## src/rtl/bcd_counter.sv

```systemverilog
// ---------------------------------------------------------------------------
// bcd_counter
//
// Multi-digit synchronous BCD counter. It accumulates the enable/carry stream
// of an upstream counter stage as a decimal count. Instances chain through
// eu -> ei, and a sticky overflow flag records every wrap-around.
//
// Parameters:
//   DIGITS  number of BCD digits (1..8); the count is 4*DIGITS bits wide
//
// Ports:
//   clock   in   rising-edge clock
//   reset   in   synchronous active-high reset (q=0, ov=0)
//   ei      in   count enable (upstream carry)
//   load    in   synchronous parallel load of din (nibbles > 9 load as 0)
//   din     in   load value, digit 0 in bits [3:0]
//   clr_ov  in   clears the sticky overflow flag (a wrap on the same edge wins)
//   dir     in   0 = up, 1 = down (present only with BCD_COUNTER_DOWN_EN)
//   q       out  current BCD count, digit 0 least significant
//   eu      out  combinational carry: ei & every digit at its terminal value
//   ov      out  sticky overflow flag
//
// Build option:
//   BCD_COUNTER_DOWN_EN  adds the dir port and down counting
// Edge priority: reset, then load, then ei.
// ---------------------------------------------------------------------------
module bcd_counter #(
  parameter int unsigned DIGITS = 4
) (
  input  logic                  clock,
  input  logic                  reset,
  input  logic                  ei,
  input  logic                  load,
  input  logic [4*DIGITS-1:0]   din,
  input  logic                  clr_ov,
`ifdef BCD_COUNTER_DOWN_EN
  input  logic                  dir,
`endif
  output logic [4*DIGITS-1:0]   q,
  output logic                  eu,
  output logic                  ov
);

  logic [DIGITS-1:0][3:0] digits_q, digits_d;
  logic                   ov_q, ov_d;

  // Counting direction; tied to up when the down option is not built.
  logic                   down;
`ifdef BCD_COUNTER_DOWN_EN
  assign down = dir;
`else
  assign down = 1'b0;
`endif

  // Value at which a digit rolls over and passes the carry/borrow on.
  logic [3:0] terminal;
  assign terminal = down ? 4'd0 : 4'd9;

  // en[k]: digit k steps this edge. en[k+1] requires digit k to be at its
  // terminal value, so en[DIGITS] is exactly the ripple carry out.
  logic [DIGITS:0] en;

  always_comb begin
    en    = '0;
    en[0] = ei;
    for (int unsigned k = 0; k < DIGITS; k++) begin
      en[k+1] = en[k] & (digits_q[k] == terminal);
    end
  end

  assign eu = en[DIGITS];

  always_comb begin
    digits_d = digits_q;
    ov_d     = ov_q & ~clr_ov;
    if (load) begin
      // Out-of-range nibbles are forced to 0 so no illegal code is reachable.
      for (int unsigned k = 0; k < DIGITS; k++) begin
        digits_d[k] = (din[4*k +: 4] > 4'd9) ? 4'd0 : din[4*k +: 4];
      end
    end else if (ei) begin
      for (int unsigned k = 0; k < DIGITS; k++) begin
        if (en[k]) begin
          if (down) begin
            digits_d[k] = (digits_q[k] == 4'd0) ? 4'd9 : digits_q[k] - 4'd1;
          end else begin
            digits_d[k] = (digits_q[k] == 4'd9) ? 4'd0 : digits_q[k] + 4'd1;
          end
        end
      end
      // A full-width wrap sets the flag even if clr_ov is asserted.
      if (en[DIGITS]) begin
        ov_d = 1'b1;
      end
    end
  end

  always_ff @(posedge clock) begin
    if (reset) begin
      digits_q <= '0;
      ov_q     <= 1'b0;
    end else begin
      digits_q <= digits_d;
      ov_q     <= ov_d;
    end
  end

  assign q  = digits_q;
  assign ov = ov_q;

endmodule

```

## config.mk

```make
export PLATFORM = sky130hd
export DESIGN_NAME = bcd_counter
export DESIGN_NICKNAME = d
export VERILOG_FILES = /design/src/rtl/bcd_counter.sv
export SDC_FILE = /design/constraint.sdc
export NUM_CORES = 1
export LEC_CHECK = 0
export ABC_AREA = 1
export BUFFER_PORTS_ARGS = -buffer_cell sky130_fd_sc_hd__buf_2
export CAP_MARGIN = 20
export CORE_UTILIZATION = 45
export DETAILED_ROUTE_END_ITERATION = 8
export PLACE_DENSITY = 0.75
export SKIP_LAST_GASP = 1
export SLEW_MARGIN = 15
export SYNTH_ARGS = -nofsm -noshare
export SYNTH_HDL_FRONTEND = slang
export SYNTH_SLANG_ARGS = --single-unit
```

## constraint.sdc

```tcl
create_clock -name clock -period 1.1 [get_ports clock]
set_input_delay 0.165 -clock clock [delete_from_list [all_inputs] [get_ports clock]]
set_output_delay 0.165 -clock clock [all_outputs]
set_load 0.05 [all_outputs]
```

# Yosys cells after proc, flatten, opt, wreduce, memory -nomap -nowiden
# Index checks and enable logic that the tools add are counted.
# W data, S select, Z words.
totals:
  register_bits: 17
  out_inout_bits: 18
  inputBits: 21
  word_cells: 46
op_classes:
  mux: 16
  n_bitwise: 6
  reduce_logical: 7
  addsub: 4
  magnitude_cmp: 4
  n_eq_ne: 4
ops:
  columns: ["operator", "count"]
  rows:
  - ["$mux W4", 11]
  - ["$mux W16", 2]
  - ["$add A4 B1 Y4 const B", 4]
  - ["$eq A4 B4 Y1 const B", 4]
  - ["$gt A4 B4 Y1 const B", 4]
  - ["$reduce_bool A2 Y1", 4]
  - ["$reduce_and A2 Y1", 3]
  - ["$and A1 B1 Y1", 5]
  - ["$mux W1", 3]
  - ["$not A1 Y1", 1]

# Depth between registers and ports, before layout
depth:
  depth_word: 8
  depth_mapped: 9
  ltp_nobuf: 9

# Worst setup path after synthesis
# OpenSTA, ideal clock, no wires.
synth_path:
  path_type: "flip-flop to output port"
  startpoint: "reg digits_q (netlist bit q[7])"
  endpoint: "out eu"
  path_slack_ps: -1632
  arrival_ps: 2567
  path_stages_with_launch: 5
  n_path_buf: 0
  path_cell_list: "dfxtp_1 -> nand2_1 -> nor2_4 -> inv_2 -> nor4_1"
synth_between:
  elab_chain_len: 4
synth_rtl:
  columns: ["item", "line_no", "source"]
  rows:
  - ["start: declaration", "44", "logic [DIGITS-1:0][3:0] digits_q, digits_d;"]
  - ["start signal: assignment", "103", "digits_q <= digits_d;"]
  - ["$eq A4 B4 Y1", "67", "en[k+1] = en[k] & (digits_q[k] == terminal);"]
  - ["$and A1 B1 Y1 (3 in a row)", "67", null]
  - ["end: declaration", "40", "output logic eu,"]
# Every way passes these cells.

# Worst setup path after layout
layout_path:
  startpoint: "reg digits_q (netlist bit q[6])"
  endpoint: "out eu"
# The elaborated chain is that of the path after synthesis.

==> key figures <==
Outcome
  – Status: finished with violations
  – Failing checks: negative setup slack

Flow run
  – Maxcap violations: 0

Yosys
  – Post-Synth Simple-Gate Area: approximately half
  – Post-synth EDFFs: 0
  – Ranking of synthesized cells by area: dfxtp_1 (27%), nand2_1 (15%), nand3_1 (13%), inv_1 (8.2%), nor2_1 (6.9%)
  – Top_reg_cell synth: dfxtp_1
  – Mapped Avg Cell Area: slightly below 6 um2
  – YS warnings: 0
  – Top-count cell post-synth: nand2_1
  – Mapped Nets: 230
  – Compound-Gate Fraction of Synth Area: about an eighth
  – Ys async rst share: 0%
  – Post-Syn Area: 0.00124 mm2
  – #FFs+latches synth: 17
  – Post-synthesis mux area share: 0%
  – Seq/Total Area, Yosys: between 20% and 30%
  – Yosys top cell by area: dfxtp_1
  – Post-synthesis adder-cell area fraction: 0%
  – Synth top cells by count: nand2_1 (49), nand3_1 (33), inv_1 (27)
  – Yosys cell types: 22
  – XOR/XNOR Fraction of Synth Area: 0%
  – Top cell type's share of synthesized area: between 20% and 30%
  – Synthesized instance count: 209
  – Largest family of logic cells by synthesized area: simple AND/OR/NAND/NOR gates

Setup path
  – R2r worst-path depth: 9
  – CP most frequent cell: inv_2
  – CP Max Fanout: 2
  – Worst path bufs/invs: 3
  – Worst reg-to-reg setup slack: -350 ps
  – Crit. path cell count: 6
  – Critical Path Sink Type: output port
  – Crit path DAT: roughly 1500 ps
  – Delay-heaviest family, CP: simple AND/OR/NAND/NOR gates
  – Slowest stage delay, CP: 370 ps
  – CP Class: reg2out
  – Data required, critical path: 940 ps
  – Slowest CP cell: dfxtp_4
  – Critical-path cell list: inv_2 > nand2_4 > nor2_4 > inv_2 > nor4_4 > buf_6
  – CP Launch Type: flip-flop

Clock tree
  – CTS tree: done
  – H-tree depth: 1
  – Clk slew on worst S/H paths: 100 ps
  – Worst-Skew Late Latency: ~300 ps
  – CTS buffer count: 3
  – Clk sinks: 17
  – CTS root buf: clkbuf_4
  – Hold Buf Count CTS: 0
  – Clock Tree Buf Depth: 2

Global routing
  – Global-route wire length before repair: 6490 um
  – M2 GR Usage: 53.0%
  – Most Crowded Layer GR: met2
  – Global Route Usage Sum: between 30% and 40%
  – Vias in the first global route: roughly 1,500
  – Global-route met3 utilization: under 10%
  – Total gr overflow: 0
  – Antenna violations before repair: 0
  – Pin count of the biggest net entering global routing: 21
  – M1 GR Usage: around 36%

Placement
  – Dpl ws: -287 ps
  – # port buffers: 38
  – HPWL after DPL: 2660 um
  – GPL Wtd Cong: slightly above 0.8

Drt
  – Routed WL per cell: 18.7 um
  – Via-to-Cell Ratio: ~6
  – Drt first-iter violations: ~130
  – Antenna-violating nets left: 0
  – DRT Pass-1 Iters: 6
  – Vias: between 1,500 and 2,000
  – Final WL: slightly above 6000 um
  – Number of remaining DRC errors: 0

Pwr
  – Total chip power: between 2 and 2.5 mW
  – PwrDens: between 800 and 900 mW/mm2
  – P_leak: roughly 1.2 nW
  – VDD IR max: roughly 0.96 mV

Finish
  – Antenna Cells: 0
  – Register area: 395 um2
  – Area of the multi-input gates: ~940 um2
  – Final-stage net count: 320
  – Share of post-route cells with drive strength above 1: between 50% and 60%
  – Layout area overhead: 91.1%
  – Filler cell count: slightly above 90
  – Core Util, Final: between 90% and 100%

STA
  – Worst Skew: 7.99 ps
  – Final slew viol count: 0
  – Final setup fails: 27
  – Fin worst setup slack: -516 ps
  – RSZ-0062 raised after global routing: yes
  – Fin crit share: 147%
  – Worst slew pin tran: around 360 ps
  – Max Freq: a little over 600 MHz
  – Relative slew slack: 75.8%
  – Final Critical Period: 1620 ps
  – Fin. Hold Viols: 0

Hold path
  – Worst min-delay path class: in2reg
  – Worst Hold Depth: 3

Die
  – Die Height: around 55 um
  – Die Width: 54.5 um
  – Num ports: 39
  – Row cnt: 18
  – Initial Util: between 40% and 50%
  – Die ar.: approximately 0.0030 mm2
  – Core Region: 0.00254 mm2
sequential cells by signal, summed over array words and instances (netlist names):
name	flops
q	16
ov	1
worst paths after layout:
| check | endpoint | from |
|---|---|---|
| worst max-delay path | eu | q[6] |
| worst min-delay path | q[4] | din[4] |
| worst max register to register | q[13] | q[2] |
| worst min register to register | ov | ov |
cell families after synthesis:
kind of cell,after synthesis
flops,17
compound gates,28
simple gates,127
buf+inv,37
worst register-to-register path: cells and delay by family (launching register included):
family	cells	cell delay, ps
flip-flops	1	370
AND/OR/NAND/NOR	6	730
buffers and inverters	3	280
per-stage QoR:
stage,cells,hold slack (ps),TNS (ps),cell area [um2]
after floorplan,209,224,-735,1340
after global placement,311,415,-1450,1850
after detailed placement,311,425,-1610,1850
after CTS,325,109,-2480,2180
after global routing,328,138,-5260,2370
final,328,119,-4260,2370
cell type report:
| cell class | count | share of cell area, % |
|---|---|---|
| flip-flops and latches | 17 | 16.6 |
| clock buffers | 4 | 1.11 |
| repair buffers | 90 | 35.6 |
| inverters | 32 | 5.58 |
| multi-input cells | 155 | 39.5 |
| well taps | 30 | 1.58 |
power breakdown:
part,leakage (nW),internal [mW],switching (mW)
Combinational,1.03,0.439,0.590
Sequential,0.150,0.653,0.0512
Clock,0.0150,0.142,0.205
cells in the final DEF, fill, tap and decap left out:
master / n
nand2_1: 38
buf_4: 29
nand3_1: 28
buf_6: 23
inv_1: 21
buf_2: 20
nor2_1: 18
buf_8: 16
dfxtp_4: 14
o21ai_0: 13
nand2_4: 11
inv_2: 6
nand2_2: 6
nand4_1: 6
nor2_2: 5
inv_4: 5
nor2_4: 5
o21ai_2: 5
a21oi_1: 5
nand3_2: 4
clkbuf_4: 4
nand3_4: 2
a21oi_2: 2
a31oi_1: 2
dfxtp_2: 2
nor4_4: 1
nand2_8: 1
nor3_2: 1
and3_1: 1
o21ai_1: 1
clkbuf_1: 1
dfxtp_1: 1
buf_12: 1
repair_timing:
action | CTS | global route
pin swaps | 7 | 19
resized for setup | 71 | 53
setup endpoints to repair | 27 | 35
setup buffers | 10 | 11
cloned | 0 | 0
metal layers:
layer | share of wire [%] | wire [um]
met1 | 38 | 2300
met2 | 49 | 3010
met3 | 8.4 | 513
met4 | 4.9 | 301
met5 | 0 | 0
Note: power is estimated with default switching activity, not from simulation.
